### src/rtl/seg7_scan_mux.sv
// Four-digit common-anode scan multiplexer for the MM:SS display.
// Each digit owns one slot of DIV clocks, split into 16 PWM phases; phase 0 is
// a dark guard interval. Digit patterns, DPs and blanks are latched once per
// frame so a digit never changes partway through a frame.
module seg7_scan_mux #(
    parameter int DIV = 12500
) (
    input  logic       clk,
    input  logic       reset,
    input  logic [6:0] hex0,
    input  logic [6:0] hex1,
    input  logic [6:0] hex2,
    input  logic [6:0] hex3,
    input  logic [3:0] dp_in,
    input  logic [3:0] blank,
    input  logic [3:0] bright,
    input  logic       lamp_test,
    output logic [6:0] seg_out,
    output logic       dp_out,
    output logic [3:0] dig_out,
    output logic       frame_tick
);

    localparam int SUB = DIV / 16;
    localparam int SW  = (SUB > 1) ? $clog2(SUB) : 1;
    localparam logic [SW-1:0] SUB_LAST = SW'(SUB - 1);

    logic [SW-1:0]       sub_q, sub_d;
    logic [3:0]          phase_q, phase_d;
    logic [1:0]          dig_q, dig_d;
    logic [3:0][6:0]     hex_sh_q;
    logic [3:0]          dp_sh_q, blank_sh_q;
    logic [6:0]          seg_d;
    logic                dp_d, tick_d, lit, frame;
    logic [3:0]          dig_out_d;

    // Counter chain: sub-phase ticks -> PWM phase -> digit index.
    always_comb begin
        sub_d   = sub_q + 1'b1;
        phase_d = phase_q;
        dig_d   = dig_q;
        if (sub_q == SUB_LAST) begin
            sub_d   = '0;
            phase_d = phase_q + 4'd1;
            if (phase_q == 4'd15) dig_d = dig_q + 2'd1;
        end
    end

    // Lit decision and next output values for the current counter state.
    always_comb begin
        frame     = (dig_q == 2'd0) && (phase_q == 4'd0) && (sub_q == '0);
        lit       = (phase_q != 4'd0) &&
                    (lamp_test || (!blank_sh_q[dig_q] && (phase_q <= bright)));
        tick_d    = frame;
        seg_d     = 7'h7F;
        dp_d      = 1'b1;
        dig_out_d = 4'hF;
        if (lit) begin
            dig_out_d = ~(4'b0001 << dig_q);
            seg_d     = lamp_test ? 7'h00 : hex_sh_q[dig_q];
            dp_d      = lamp_test ? 1'b0 : ~dp_sh_q[dig_q];
        end
    end

    // Counters and registered outputs.
    always_ff @(posedge clk) begin
        if (reset) begin
            sub_q      <= '0;
            phase_q    <= '0;
            dig_q      <= '0;
            seg_out    <= 7'h7F;
            dp_out     <= 1'b1;
            dig_out    <= 4'hF;
            frame_tick <= 1'b0;
        end else begin
            sub_q      <= sub_d;
            phase_q    <= phase_d;
            dig_q      <= dig_d;
            seg_out    <= seg_d;
            dp_out     <= dp_d;
            dig_out    <= dig_out_d;
            frame_tick <= tick_d;
        end
    end

    // Frame-synchronous shadow copy of the per-digit inputs.
    always_ff @(posedge clk) begin
        if (reset) begin
            hex_sh_q   <= {4{7'h7F}};
            dp_sh_q    <= 4'h0;
            blank_sh_q <= 4'hF;
        end else if (frame) begin
            hex_sh_q   <= {hex3, hex2, hex1, hex0};
            dp_sh_q    <= dp_in;
            blank_sh_q <= blank;
        end
    end

endmodule

### config.mk
export PLATFORM = sky130hd
export DESIGN_NAME = seg7_scan_mux
export DESIGN_NICKNAME = d
export VERILOG_FILES = /design/src/rtl/seg7_scan_mux.sv
export SDC_FILE = /design/constraint.sdc
export NUM_CORES = 1
export LEC_CHECK = 0
export CAP_MARGIN = 10
export CORE_ASPECT_RATIO = 1.1
export CORE_MARGIN = 2
export CORE_UTILIZATION = 52
export DETAILED_ROUTE_END_ITERATION = 16
export GPL_TIMING_DRIVEN = 0
export PLACE_DENSITY = 0.8
export RECOVER_POWER = 25
export SYNTH_ARGS = -nofsm -noshare
export SYNTH_HDL_FRONTEND = slang
export SYNTH_SLANG_ARGS = --single-unit
### constraint.sdc
create_clock -name clk -period 2.7 [get_ports clk]
set_clock_uncertainty 0.15 [all_clocks]
set_input_delay 0.54 -clock clk [delete_from_list [all_inputs] [get_ports clk]]
set_output_delay 0.54 -clock clk [all_outputs]
set_load 0.1 [all_outputs]
Word level (Yosys, flattened, before mapping)
Cells that the tools add are included.

Bits in registers: 65. Input port bits: 43. Output and inout bits: 13. Logic and storage cells: 45.

Add/sub/neg operators: 3. Magnitude comparators: 2. Equality and inequality tests: 2. Shift-type cells: 1. Mux-type cells: 8. Bitwise gates (word level): 3. Reductions and logical operators: 13.

Operators by type and width (number): binary-select mux 7 bit (select 2 bit) (1); two-way mux 7 bit (2); adder 10 x 1 -> 10 bit, second input constant (1); equality test 10 bit, second input constant (1); zero test 10 bit (1); adder 4 x 1 -> 4 bit, second input constant (1); binary-select mux 1 bit (select 2 bit) (2); equality test 4 bit, second input constant (1); <= comparator 4 bit (1); logical AND 1 bit (4); zero test 4 bit (1); NOT 4 bit (1); nonzero test 4 bit (1); OR reduction 2 bit (2); left shift 1 x 2 -> 4 bit, first input constant (1); < comparator 2 x 3 -> 1 bit, second input constant (1); two-way mux 1 bit (3); adder 2 x 1 -> 2 bit, second input constant (1); zero test 2 bit (1); NOT 1 bit (2); AND reduction 2 bit (1); zero test 1 bit (1); logical OR 1 bit (1).

Depth between registers and ports, before layout
Gate-level depths: netlist (run 1).

Depth after elaboration: 8. Gate-level depth with buffers: 9. Gate-level depth less buffers: 6.

Worst setup path after synthesis (run 1)
Ideal clock, no wire load.

Kind: flip-flop to flip-flop. Start point: reg dig_q[1]. End point: reg hex_sh_q[0] (netlist bit). Setup time: 0.120 ns. Arrival: 2.021 ns. Data required time: 2.430 ns. Path slack: 0.409 ns. Stages on the path, launching flop included: 10. Path buffers: 3. Period minus slack after synthesis: 2.291 ns. Cells stage by stage: dfxtp_1 clkbuf_1 inv_1 ha_1 nor3b_1 and3_1 buf_2 clkbuf_1 and3_1 a211o_1.

Word-level cells in the longest chain between the ends: 3.

RTL lines: start: declaration (RTL line 30) `logic [1:0] dig_q, dig_d;`; start signal: assignment (RTL line 78) `dig_q <= dig_d;`; zero test 2 bit (RTL line 51) `frame = (dig_q == 2'd0) && (phase_q == 4'd0) && (sub_q == '0);`; logical AND 1 bit (2 in series) (RTL line 51); end signal: assignment (RTL line 89) `hex_sh_q <= {4{7'h7F}};`; end signal: assignment (RTL line 93) `hex_sh_q <= {hex3, hex2, hex1, hex0};`; end: declaration (RTL line 31) `logic [3:0][6:0] hex_sh_q;`.

No other way between the ends. A chain may end at the register's enable or synchronous reset.

Worst setup path in the final report (run 1)
Start point: reg dig_q[1]. End point: reg hex_sh_q[5] (netlist bit).

The elaborated chain is that of the path after synthesis.

==> impl_results.md, run 1 <==
* CP endpoint kind: flip-flop
* Longest Clk Path Bufs at 2
* Share of cells above drive strength 1 at 0.1056
* Die H at 82.94 um
* Slew Limit Fails at 0
* RSZ-0062 raised after global routing: false
* Placed Cells at 419
* Slew headroom at 0.3555
* Worst R2R Path Depth at 9
* Full die area at 6283 sq um
* Worst path max stage delay at 400 ps
* Critical Path Slowest Stage Cell: dfxtp_1
* Antenna-violating nets left at 0
* Commonest cells after routing, fill and taps aside: 65 x dfxtp_1, 53 x clkdlybuf4s50_1, 35 x and3_1
* Initial antenna violation count at 0
* H-tree depth at 3
* Final instance area at 3749 sq um
* Later-pin clock latency in the skew report at 350 ps
* Commonest non-fill, non-tap cell in the layout: dfxtp_1
* Die width at 75.76 um
* Vias in the first global route at 2349
* Max_cap viols at 0
* Placed cell area at 3580 sq um
* Actual slew at the worst max-slew pin at 963.7 ps
* Critical-path cell list: clkbuf_2 -> inv_1 -> ha_1 -> nor3b_1 -> and3_1 -> buf_2 -> clkbuf_2 -> and3_1 -> a211o_1
* Pwr Density at 593.4 nW/um^2
* R2R Setup Slk at 160 ps
* Drt via density at 5.563
* Fill count at 426
* VDD IR-drop max at 0.4076 mV
* Vias after detailed routing at 2420
* Reg-to-Reg Start: dig_q[1]
* Synthesized area per cell at 10.16 sq um
* WL/cell at 14.98 um
* Register Area at 1301 sq um
* Root Driver: clkbuf_8
* Hold_ws at 312.7 ps
* Crit path DAT at 2620 ps
* Top_reg_cell synth: dfxtp_1
* Async set-reset flop share out of synthesis at 0
* Number of hold violations in the final report at 0
* Outcome: completed
* Largest net degree at the start of global routing at 12
* Finished Layout Cells at 435
* Area occupied by multi-input gates at 1455 sq um
* DRT iter0 DRCs at 89
* Final setup fails at 0
* Synth Instances at 290
* Sink Count at 65
* Post-Syn Area at 2945 sq um
* Syn_nets at 345
* Minimum clock period at 2536 ps
* Rows at 28
* Hold-critical path depth at 1
* Leak at 0.001553 uW
* Gp weighted congestion at 0.8604
* Initial Util at 0.5424
* Final Net Count at 410
* Hold Crit Class: reg -> reg
* Startpoint Class: flip-flop
* Total CTS buffers at 9
* Antenna cell count at 0
* #FFs+latches synth at 65
* Min-delay src: hex_sh_q[16]
* Layout area overhead at 27.27%
* Critical path required time at 2780 ps
* Max Fclk at 394.3 MHz
* First-pass DRT Iterations at 4
* Post-synth cell types at 37
* Clock transition at path regs at 80 ps
* IO buf count at 54
* Drt total wl at 6517 um
* Overflow after GRT at 0
* Core area at 5430 sq um
* CTS tree: built
* Synth Warn # at 0
* Hold EP: hex_sh_q[16]
* Total Routing Usage GR at 0.2268
* Util after Layout at 0.6903
* Reg-to-Reg End: hex_sh_q[5]
* IO Pins at 56
* Final HPWL DP at 4652 um
* Post-synth EDFFs at 0
* CP Max Fanout at 10
* Sequential fraction of the synthesis area at 0.4418
* Hold_buf cts at 0
* Tcrit/Tclk final at 0.9392
* WS Path Type: reg -> reg
* Post-CTS setup buffer count at 0
* First-pass GRT wire length at 10930 um
* DR DRC count at 0
[metal layers]
layer	track usage	wire, um	part of all wire	vias up
li1	-	-	-	1185
met1	0.2980	2997	0.46	1156
met3	0.06675	285	0.044	12
met4	0.08453	123	0.019	0
met5	0	0	0	-
met2	0.3472	3109	0.48	67
[report_power, final]
group	internal, uW	leakage, uW	switching, uW	total (uW)
logic	187	0.000925	161	348
registers	1030	0.000535	44.6	1080
clock network	425	0.0000933	372	797
total	1650	0.00155	578	2220
[area by class of cell]
type | instances | share of cell area
plain buffers | 24 | 0.03338
clock buffers | 11 | 0.03505
clock inverters | 5 | 0.01502
inverters | 12 | 0.01202
multi-input cells | 189 | 0.3882
flip-flops and latches | 65 | 0.3471
well taps | 75 | 0.02503
repair buffers | 54 | 0.1442
[Yosys cell counts, types with 2 or more instances]
cell,instances,area share
nor3b_1,2,0.0051
o21ai_0,4,0.0068
mux4_2,9,0.069
nor2_1,20,0.025
inv_1,12,0.015
a211o_1,32,0.095
or2_2,2,0.0042
xor2_1,7,0.021
clkbuf_1,14,0.018
mux2i_1,2,0.0068
and3_1,35,0.074
nand4_1,4,0.0085
and2_1,4,0.0085
buf_6,3,0.011
a21oi_1,12,0.020
nand2_1,2,0.0025
buf_2,6,0.010
nand3_1,21,0.036
dfxtp_1,65,0.44
xnor2_1,5,0.015
ha_1,12,0.051
nor4_1,2,0.0042
[logic make-up (layout without fill, tap and decap cells)]
logic type | Yosys count | count (layout) | share of synthesized area
DFF | 65 | 65 | 0.4418
AOI/OAI and AO/OA | 51 | 51 | 0.1308
buffers and inverters | 36 | 106 | 0.05735
adders and majority gates | 12 | 12 | 0.05098
xor gates and xnor gates | 12 | 12 | 0.03568
and+or+nand+nor | 103 | 103 | 0.2077
muxes | 11 | 11 | 0.07561
[stage by stage]
stage | setup WS [ps] | power [uW] | setup TNS, ps
2_1_floorplan | 409.4 | 1318 | 0
3_3_place_gp | -29.18 | 1434 | -107.9
3_5_place_dp | -97.00 | 1448 | -494.4
4_1_cts | 99.67 | 2233 | 0
5_1_grt | 8.353 | 2325 | 0
6_report | 164.1 | 2224 | 0
[timing repair]
item,4_1_cts,5_1_grt
endpoints found under the setup margin,11,6
cloned,0,0
gates resized for setup,2,2
[critical path: cells and delay by family (launching register included)]
family          cells  cell delay (ps)
flops               1              400
buf+inv             4              810
simple gates        3              560
compound gates      1              270
fa+ha+maj           1              220
[worst max path at each step]
stage,cells after the start,slack (ps),end,start
2_1_floorplan,9,410,hex_sh_q[0],dig_q[1]
3_3_place_gp,9,-30,hex_sh_q[3],dig_q[1]
3_5_place_dp,9,-100,hex_sh_q[5],dig_q[1]
4_1_cts,9,100,hex_sh_q[5],dig_q[0]
5_1_grt,9,8,hex_sh_q[4],dig_q[0]
6_report,9,160,hex_sh_q[5],dig_q[1]
[sequential cells by signal, summed over array words and instances, names as in the netlist]
signal	count
blank_sh_q	4
dig_out	4
dig_q	2
dp_out	1
dp_sh_q	4
frame_tick	1
hex_sh_q	28
phase_q	4
seg_out	7
sub_q	10
Note: power is estimated with default switching activity, not from simulation.
==> inputs of run 2 (changes only) <==
- CAP_MARGIN: 10 -> 25
==> results of run 2 <==
No change in the layout: final DEF, timing and power equal those of run 1.
